### src/rtl/latch_load_arbiter.sv
// ---------------------------------------------------------------------------
// latch_load_arbiter
//
// Several requesters share one transparent-latch load port (enable + data).
// A round-robin arbiter picks one requester at a time. Each load then runs
// through a fixed sequence:
//    setup (data stable, enable low)
//    enable window (OPEN_CYC cycles)
//    hold (HOLD_CYC cycles, data still stable)
//    acknowledge (one-cycle pulse)
// This keeps the latch bank and the capture flops behind it from seeing a
// data change near an enable edge.
//
// Ports
//   i_clk   : clock; all state changes on the rising edge
//   i_rst   : synchronous reset, active-high
//   i_req   : per-requester load request (level, held until o_ack)
//   i_data  : requester k data at bits [k*W +: W]
//   o_gnt   : one-hot grant, high for the whole transaction
//   o_ack   : one-cycle completion pulse to the granted requester
//   o_en    : latch enable to the latch bank
//   o_a     : latch data, captured at grant and held for the transaction
//   o_busy  : high whenever the sequencer is not idle
// ---------------------------------------------------------------------------
module latch_load_arbiter #(
   parameter int NREQ     = 4,
   parameter int W        = 4,
   parameter int OPEN_CYC = 2,
   parameter int HOLD_CYC = 1
) (
   input  logic              i_clk,
   input  logic              i_rst,
   input  logic [NREQ-1:0]   i_req,
   input  logic [NREQ*W-1:0] i_data,
   output logic [NREQ-1:0]   o_gnt,
   output logic [NREQ-1:0]   o_ack,
   output logic              o_en,
   output logic [W-1:0]      o_a,
   output logic              o_busy
);

   localparam int IW   = (NREQ > 1) ? $clog2(NREQ) : 1;
   localparam int MAXC = (OPEN_CYC > HOLD_CYC) ? OPEN_CYC : HOLD_CYC;
   localparam int CW   = (MAXC > 0) ? $clog2(MAXC + 1) : 1;

   // Reload values for the down-counter; the counter reads 0 in the last
   // cycle of its phase.
   localparam logic [CW-1:0]   OPEN_LOAD = CW'(OPEN_CYC - 1);
   localparam logic [CW-1:0]   HOLD_LOAD = (HOLD_CYC > 0) ? CW'(HOLD_CYC - 1) : '0;
   localparam logic [IW-1:0]   LAST_RST  = IW'(NREQ - 1);
   localparam logic [NREQ-1:0] ONE_HOT0  = {{(NREQ-1){1'b0}}, 1'b1};

   typedef enum logic [2:0] {
      ST_IDLE  = 3'd0,
      ST_SETUP = 3'd1,
      ST_OPEN  = 3'd2,
      ST_HOLD  = 3'd3,
      ST_ACK   = 3'd4
   } state_t;

   // Registered state
   state_t            state_r;
   logic [CW-1:0]     cnt_r;
   logic [IW-1:0]     last_r;
   logic [NREQ-1:0]   gnt_r;
   logic [NREQ-1:0]   ack_r;
   logic              en_r;
   logic [W-1:0]      a_r;
   logic              busy_r;

   // Next-state values
   state_t            state_s;
   logic [CW-1:0]     cnt_s;
   logic [IW-1:0]     last_s;
   logic [NREQ-1:0]   gnt_s;
   logic [NREQ-1:0]   ack_s;
   logic              en_s;
   logic [W-1:0]      a_s;
   logic              busy_s;

   // Arbitration result
   logic              win_vld_s;
   logic [IW-1:0]     win_idx_s;
   logic [IW-1:0]     cand_s;
   logic [W-1:0]      win_data_s;

   // Round-robin search: start one past the last grant and wrap, so the
   // previous winner is considered last.
   always_comb begin
      win_vld_s = 1'b0;
      win_idx_s = '0;
      cand_s    = '0;
      for (int i = 1; i <= NREQ; i++) begin
         cand_s = IW'((int'(last_r) + i) % NREQ);
         if (!win_vld_s && i_req[cand_s]) begin
            win_vld_s = 1'b1;
            win_idx_s = cand_s;
         end else begin
            win_vld_s = win_vld_s;
         end
      end
   end

   // Select the data word belonging to the arbitration winner.
   always_comb begin
      win_data_s = '0;
      for (int k = 0; k < NREQ; k++) begin
         if (IW'(k) == win_idx_s) begin
            win_data_s = i_data[k*W +: W];
         end else begin
            win_data_s = win_data_s;
         end
      end
   end

   // Sequencer next-state and next-output logic.
   always_comb begin
      state_s = state_r;
      cnt_s   = cnt_r;
      last_s  = last_r;
      gnt_s   = gnt_r;
      ack_s   = '0;
      en_s    = en_r;
      a_s     = a_r;
      busy_s  = busy_r;

      case (state_r)
         ST_IDLE: begin
            en_s = 1'b0;
            if (win_vld_s) begin
               state_s = ST_SETUP;
               gnt_s   = ONE_HOT0 << win_idx_s;
               a_s     = win_data_s;
               busy_s  = 1'b1;
               last_s  = win_idx_s;
            end else begin
               // Nothing requested: o_a keeps the last loaded value.
               gnt_s  = '0;
               busy_s = 1'b0;
            end
         end

         ST_SETUP: begin
            state_s = ST_OPEN;
            en_s    = 1'b1;
            cnt_s   = OPEN_LOAD;
         end

         ST_OPEN: begin
            if (cnt_r == '0) begin
               en_s = 1'b0;
               if (HOLD_CYC > 0) begin
                  state_s = ST_HOLD;
                  cnt_s   = HOLD_LOAD;
               end else begin
                  // No hold phase: acknowledge straight after the window.
                  state_s = ST_ACK;
                  ack_s   = gnt_r;
               end
            end else begin
               en_s  = 1'b1;
               cnt_s = cnt_r - {{(CW-1){1'b0}}, 1'b1};
            end
         end

         ST_HOLD: begin
            en_s = 1'b0;
            if (cnt_r == '0) begin
               state_s = ST_ACK;
               ack_s   = gnt_r;
            end else begin
               cnt_s = cnt_r - {{(CW-1){1'b0}}, 1'b1};
            end
         end

         ST_ACK: begin
            // ack_s already defaults to zero, so the pulse lasts one cycle.
            state_s = ST_IDLE;
            en_s    = 1'b0;
            gnt_s   = '0;
            busy_s  = 1'b0;
         end

         default: begin
            state_s = ST_IDLE;
            cnt_s   = '0;
            gnt_s   = '0;
            en_s    = 1'b0;
            busy_s  = 1'b0;
         end
      endcase
   end

   // State and output registers with synchronous reset.
   always_ff @(posedge i_clk) begin
      if (i_rst) begin
         state_r <= ST_IDLE;
         cnt_r   <= '0;
         last_r  <= LAST_RST;
         gnt_r   <= '0;
         ack_r   <= '0;
         en_r    <= 1'b0;
         a_r     <= '0;
         busy_r  <= 1'b0;
      end else begin
         state_r <= state_s;
         cnt_r   <= cnt_s;
         last_r  <= last_s;
         gnt_r   <= gnt_s;
         ack_r   <= ack_s;
         en_r    <= en_s;
         a_r     <= a_s;
         busy_r  <= busy_s;
      end
   end

   assign o_gnt  = gnt_r;
   assign o_ack  = ack_r;
   assign o_en   = en_r;
   assign o_a    = a_r;
   assign o_busy = busy_r;

endmodule

### config.mk
export PLATFORM = sky130hd
export DESIGN_NAME = latch_load_arbiter
export DESIGN_NICKNAME = d
export VERILOG_FILES = /design/src/rtl/latch_load_arbiter.sv
export SDC_FILE = /design/constraint.sdc
export NUM_CORES = 1
export LEC_CHECK = 0
export ABC_AREA = 1
export CAP_MARGIN = 40
export CORE_ASPECT_RATIO = 0.6
export CORE_MARGIN = 3
export CORE_UTILIZATION = 52
export CTS_CLUSTER_SIZE = 24
export DETAILED_ROUTE_END_ITERATION = 8
export GPL_TIMING_DRIVEN = 0
export PLACE_DENSITY = 0.86
export SLEW_MARGIN = 10
export SYNTH_ARGS = -nofsm -noshare
export SYNTH_HDL_FRONTEND = slang
export SYNTH_SLANG_ARGS = --single-unit
### constraint.sdc
create_clock -name i_clk -period 2.7 [get_ports i_clk]
set_clock_uncertainty 0.1 [all_clocks]
set_input_delay 0.675 -clock i_clk [delete_from_list [all_inputs] [get_ports i_clk]]
set_output_delay 0.675 -clock i_clk [all_outputs]
set_load 0.01 [all_outputs]
==> results_dict.tcl <==
set metrics [dict create \
    outcome "finished clean" \
    crit_start "i_req[0]" \
    dieArea_mm2 0.00332 \
    powerDensity_mw_per_mm2 1130 \
    cp.required_ns 2.73 \
    grt_pass1_wl_um 5660 \
    setup_viol 0 \
    area_delta_synth_final_pct 31.5 \
    worstSkewPairLatency_ns 0.26 \
    synthSimpleGateAreaFrac 0.402 \
    synth-xor-area-share 0 \
    final_cell_mix "nand2_1, clkdlybuf4s50_1, inv_1" \
    holdCritPathClass "register to register" \
    drt_iter0_drc 92 \
    layout_commonest_cell "nand2_1" \
    dpl.hpwl_um 2760 \
    ys_top_cells_by_area "dfxtp_1, nand2_1, inv_1" \
    grt_overflow 0 \
    route.top_layer_used "met4" \
    grt_use_total 0.220 \
    total_power_mw 2.04 \
    post-route-period-util 0.916 \
    rows 13 \
    cts_setup_buffers 0 \
    synth_compound_area_frac 0.130 \
    cts-root-buf "clkbuf_8" \
    postSynthAreaPerCell_um2 6.95 \
    yosysSeqAreaShare 0.305 \
    placement.io_buffers 35 \
    die_w_um 72.4 \
    synth_warnings 0 \
    worstHoldStart "o_busy" \
    viasPerCell 5.41 \
    vias 1444 \
    synth_mux_area_frac 0 \
    dr_wl_met2_um 1520 \
    ys_ff_latch 21 \
    grt_max_degree 13 \
    critical_path.startpoint_type "primary input" \
    rsz0062_at_grt "false" \
    ant_nets 0 \
    synthAdderAreaFrac 0.0273 \
    finalMaxSlewViolations 0 \
    hold_viol 0 \
    synth_top_family_by_area "simple AND/OR/NAND/NOR gates" \
    slew_headroom 0.623 \
    antenna_cells 0 \
    layoutNonFillerInstCount 267 \
    wirelength_um 3510 \
    wire_per_inst_um 13.2 \
    m1WireLength_um 1580 \
    cp_data_arrival_time_ns 2.50 \
    rr_startpoint "last_r[0]" \
    n_fill_cell 156 \
    maxCapViolations 0 \
    gp_congestion 0.904 \
    drive_gt1_frac 0.177 \
    crit_fanout 7 \
    holdBufCountCts 0 \
    cts.sinks 21 \
    synthesis.instances 198 \
    wl_met3_um 333 \
    peakVddDrop_v 0.000719 \
    post-synth-top-area-cell "dfxtp_1" \
    synthDistinctLibCells 27 \
    path_clk_slew_ns 0.07 \
    die-height_um 45.9 \
    regArea_um2 420 \
    drc 0 \
    syn_area_mm2 0.00138 \
    antenna_found_initial 0 \
    timing_worst_setup_path_type "primary input to register" \
    period_minus_slack_ns 2.47 \
    multi_input_area_um2 769 \
    dp_cells 263 \
    htree_levels 1 \
    start_util 0.592 \
    synth_nets 223 \
    post_cts_resized 0 \
    p_leak_nw 0.834 \
    ctsLongestPathBuffers 2 \
    worst_slew_pin_slew_ns 0.565 \
    io_pins 36 \
    core-area_mm2 0.00233 \
    cts_tree "done" \
    grt_pass1_vias 1345 \
    cts-buffers-inserted 3 \
    critPathCaptureType "register" \
    first_pass_iters 5 \
    fmax_mhz 405 \
    synth_top_area_frac 0.305 \
    final_nets 263 \
]
==> metal layers <==
layer / vias to the layer above / track usage
met1: 640 / 0.286
met4: 0 / 0.0699
li1: 704 / -
met5: - / 0
met2: 86 / 0.365
met3: 14 / 0.0551
==> per-stage QoR <==
| stage | worst slack [ns] | utilization | hold slack [ns] | setup TNS (ns) | cell area (um2) |
|---|---|---|---|---|---|
| final | 0.228 | 0.778 | 0.369 | 0 | 1810 |
| after global routing | 0.0741 | 0.778 | 0.399 | 0 | 1810 |
| after CTS | 0.244 | 0.778 | 0.371 | 0 | 1810 |
| after detailed placement | -0.0253 | 0.758 | 0.360 | -0.0333 | 1760 |
| after global placement | 0.0803 | 0.758 | 0.356 | 0 | 1760 |
| after floorplan | 0.701 | - | 0.364 | 0 | 1380 |
==> logic make-up after synthesis <==
group	after synthesis
compound gates	26
buf+inv	41
simple gates	107
fa+ha+maj	3
flops	21
==> worst paths after layout <==
kind	to	slack [ns]	cells after the start
setup / recovery	o_a[2]	0.23	15
hold / removal	o_busy	0.37	2
setup reg to reg	o_a[2]	0.61	16
hold reg to reg	o_busy	0.37	2
==> power breakdown <==
part           internal, mW  switching (mW)
Sequential            0.389          0.0503
Combinational         0.521           0.876
Clock                 0.103          0.0990
==> cells in the mapped netlist <==
cell        n
o2111ai_1   1
o32ai_1     4
a21oi_1     7
o211ai_1    2
inv_1      32
ha_1        3
nand2_4     6
nand2_1    47
nand4_1     2
nor2_1     18
o31ai_1     1
nand2_2    14
a21boi_0    4
dfxtp_1    21
o21ai_0     2
nor2_4      3
nand4_2     1
buf_6       3
inv_4       1
clkbuf_1    1
nand3_2     3
inv_8       1
a21oi_2     3
a31oi_1     1
nand3_1    13
inv_2       3
o21ai_1     1
==> worst max-delay path: stages <==
cell and delay, ns:
clkdlybuf4s50_1 0.45, nand2_1 0.11, nand2_2 0.10, nand2_4 0.10, nand2_4 0.07, nor2_4 0.11, nand4_2 0.16, nand2_4 0.18
inv_4 0.08, nor2_4 0.16, nand2_1 0.08, nand2_1 0.06, inv_1 0.05, nand2_2 0.06, a21oi_2 0.04
==> sequential cells by signal (all words and copies together), names as in the netlist <==
name and count:
o_en 1, o_busy 1, last_r 2, state_r 3
cnt_r 2, o_gnt 4, o_a 4, o_ack 4
==> layout make-up <==
| class | count | share of cell area |
|---|---|---|
| clock buffer | 3 | 0.0228 |
| timing repair buffer | 35 | 0.194 |
| clock inverter | 1 | 0.00276 |
| sequential | 21 | 0.232 |
| buffer | 4 | 0.0207 |
| tap | 30 | 0.0207 |
| multi-input combinational | 136 | 0.425 |
| inverter | 37 | 0.0822 |
Note: power is estimated with default switching activity, not from simulation.
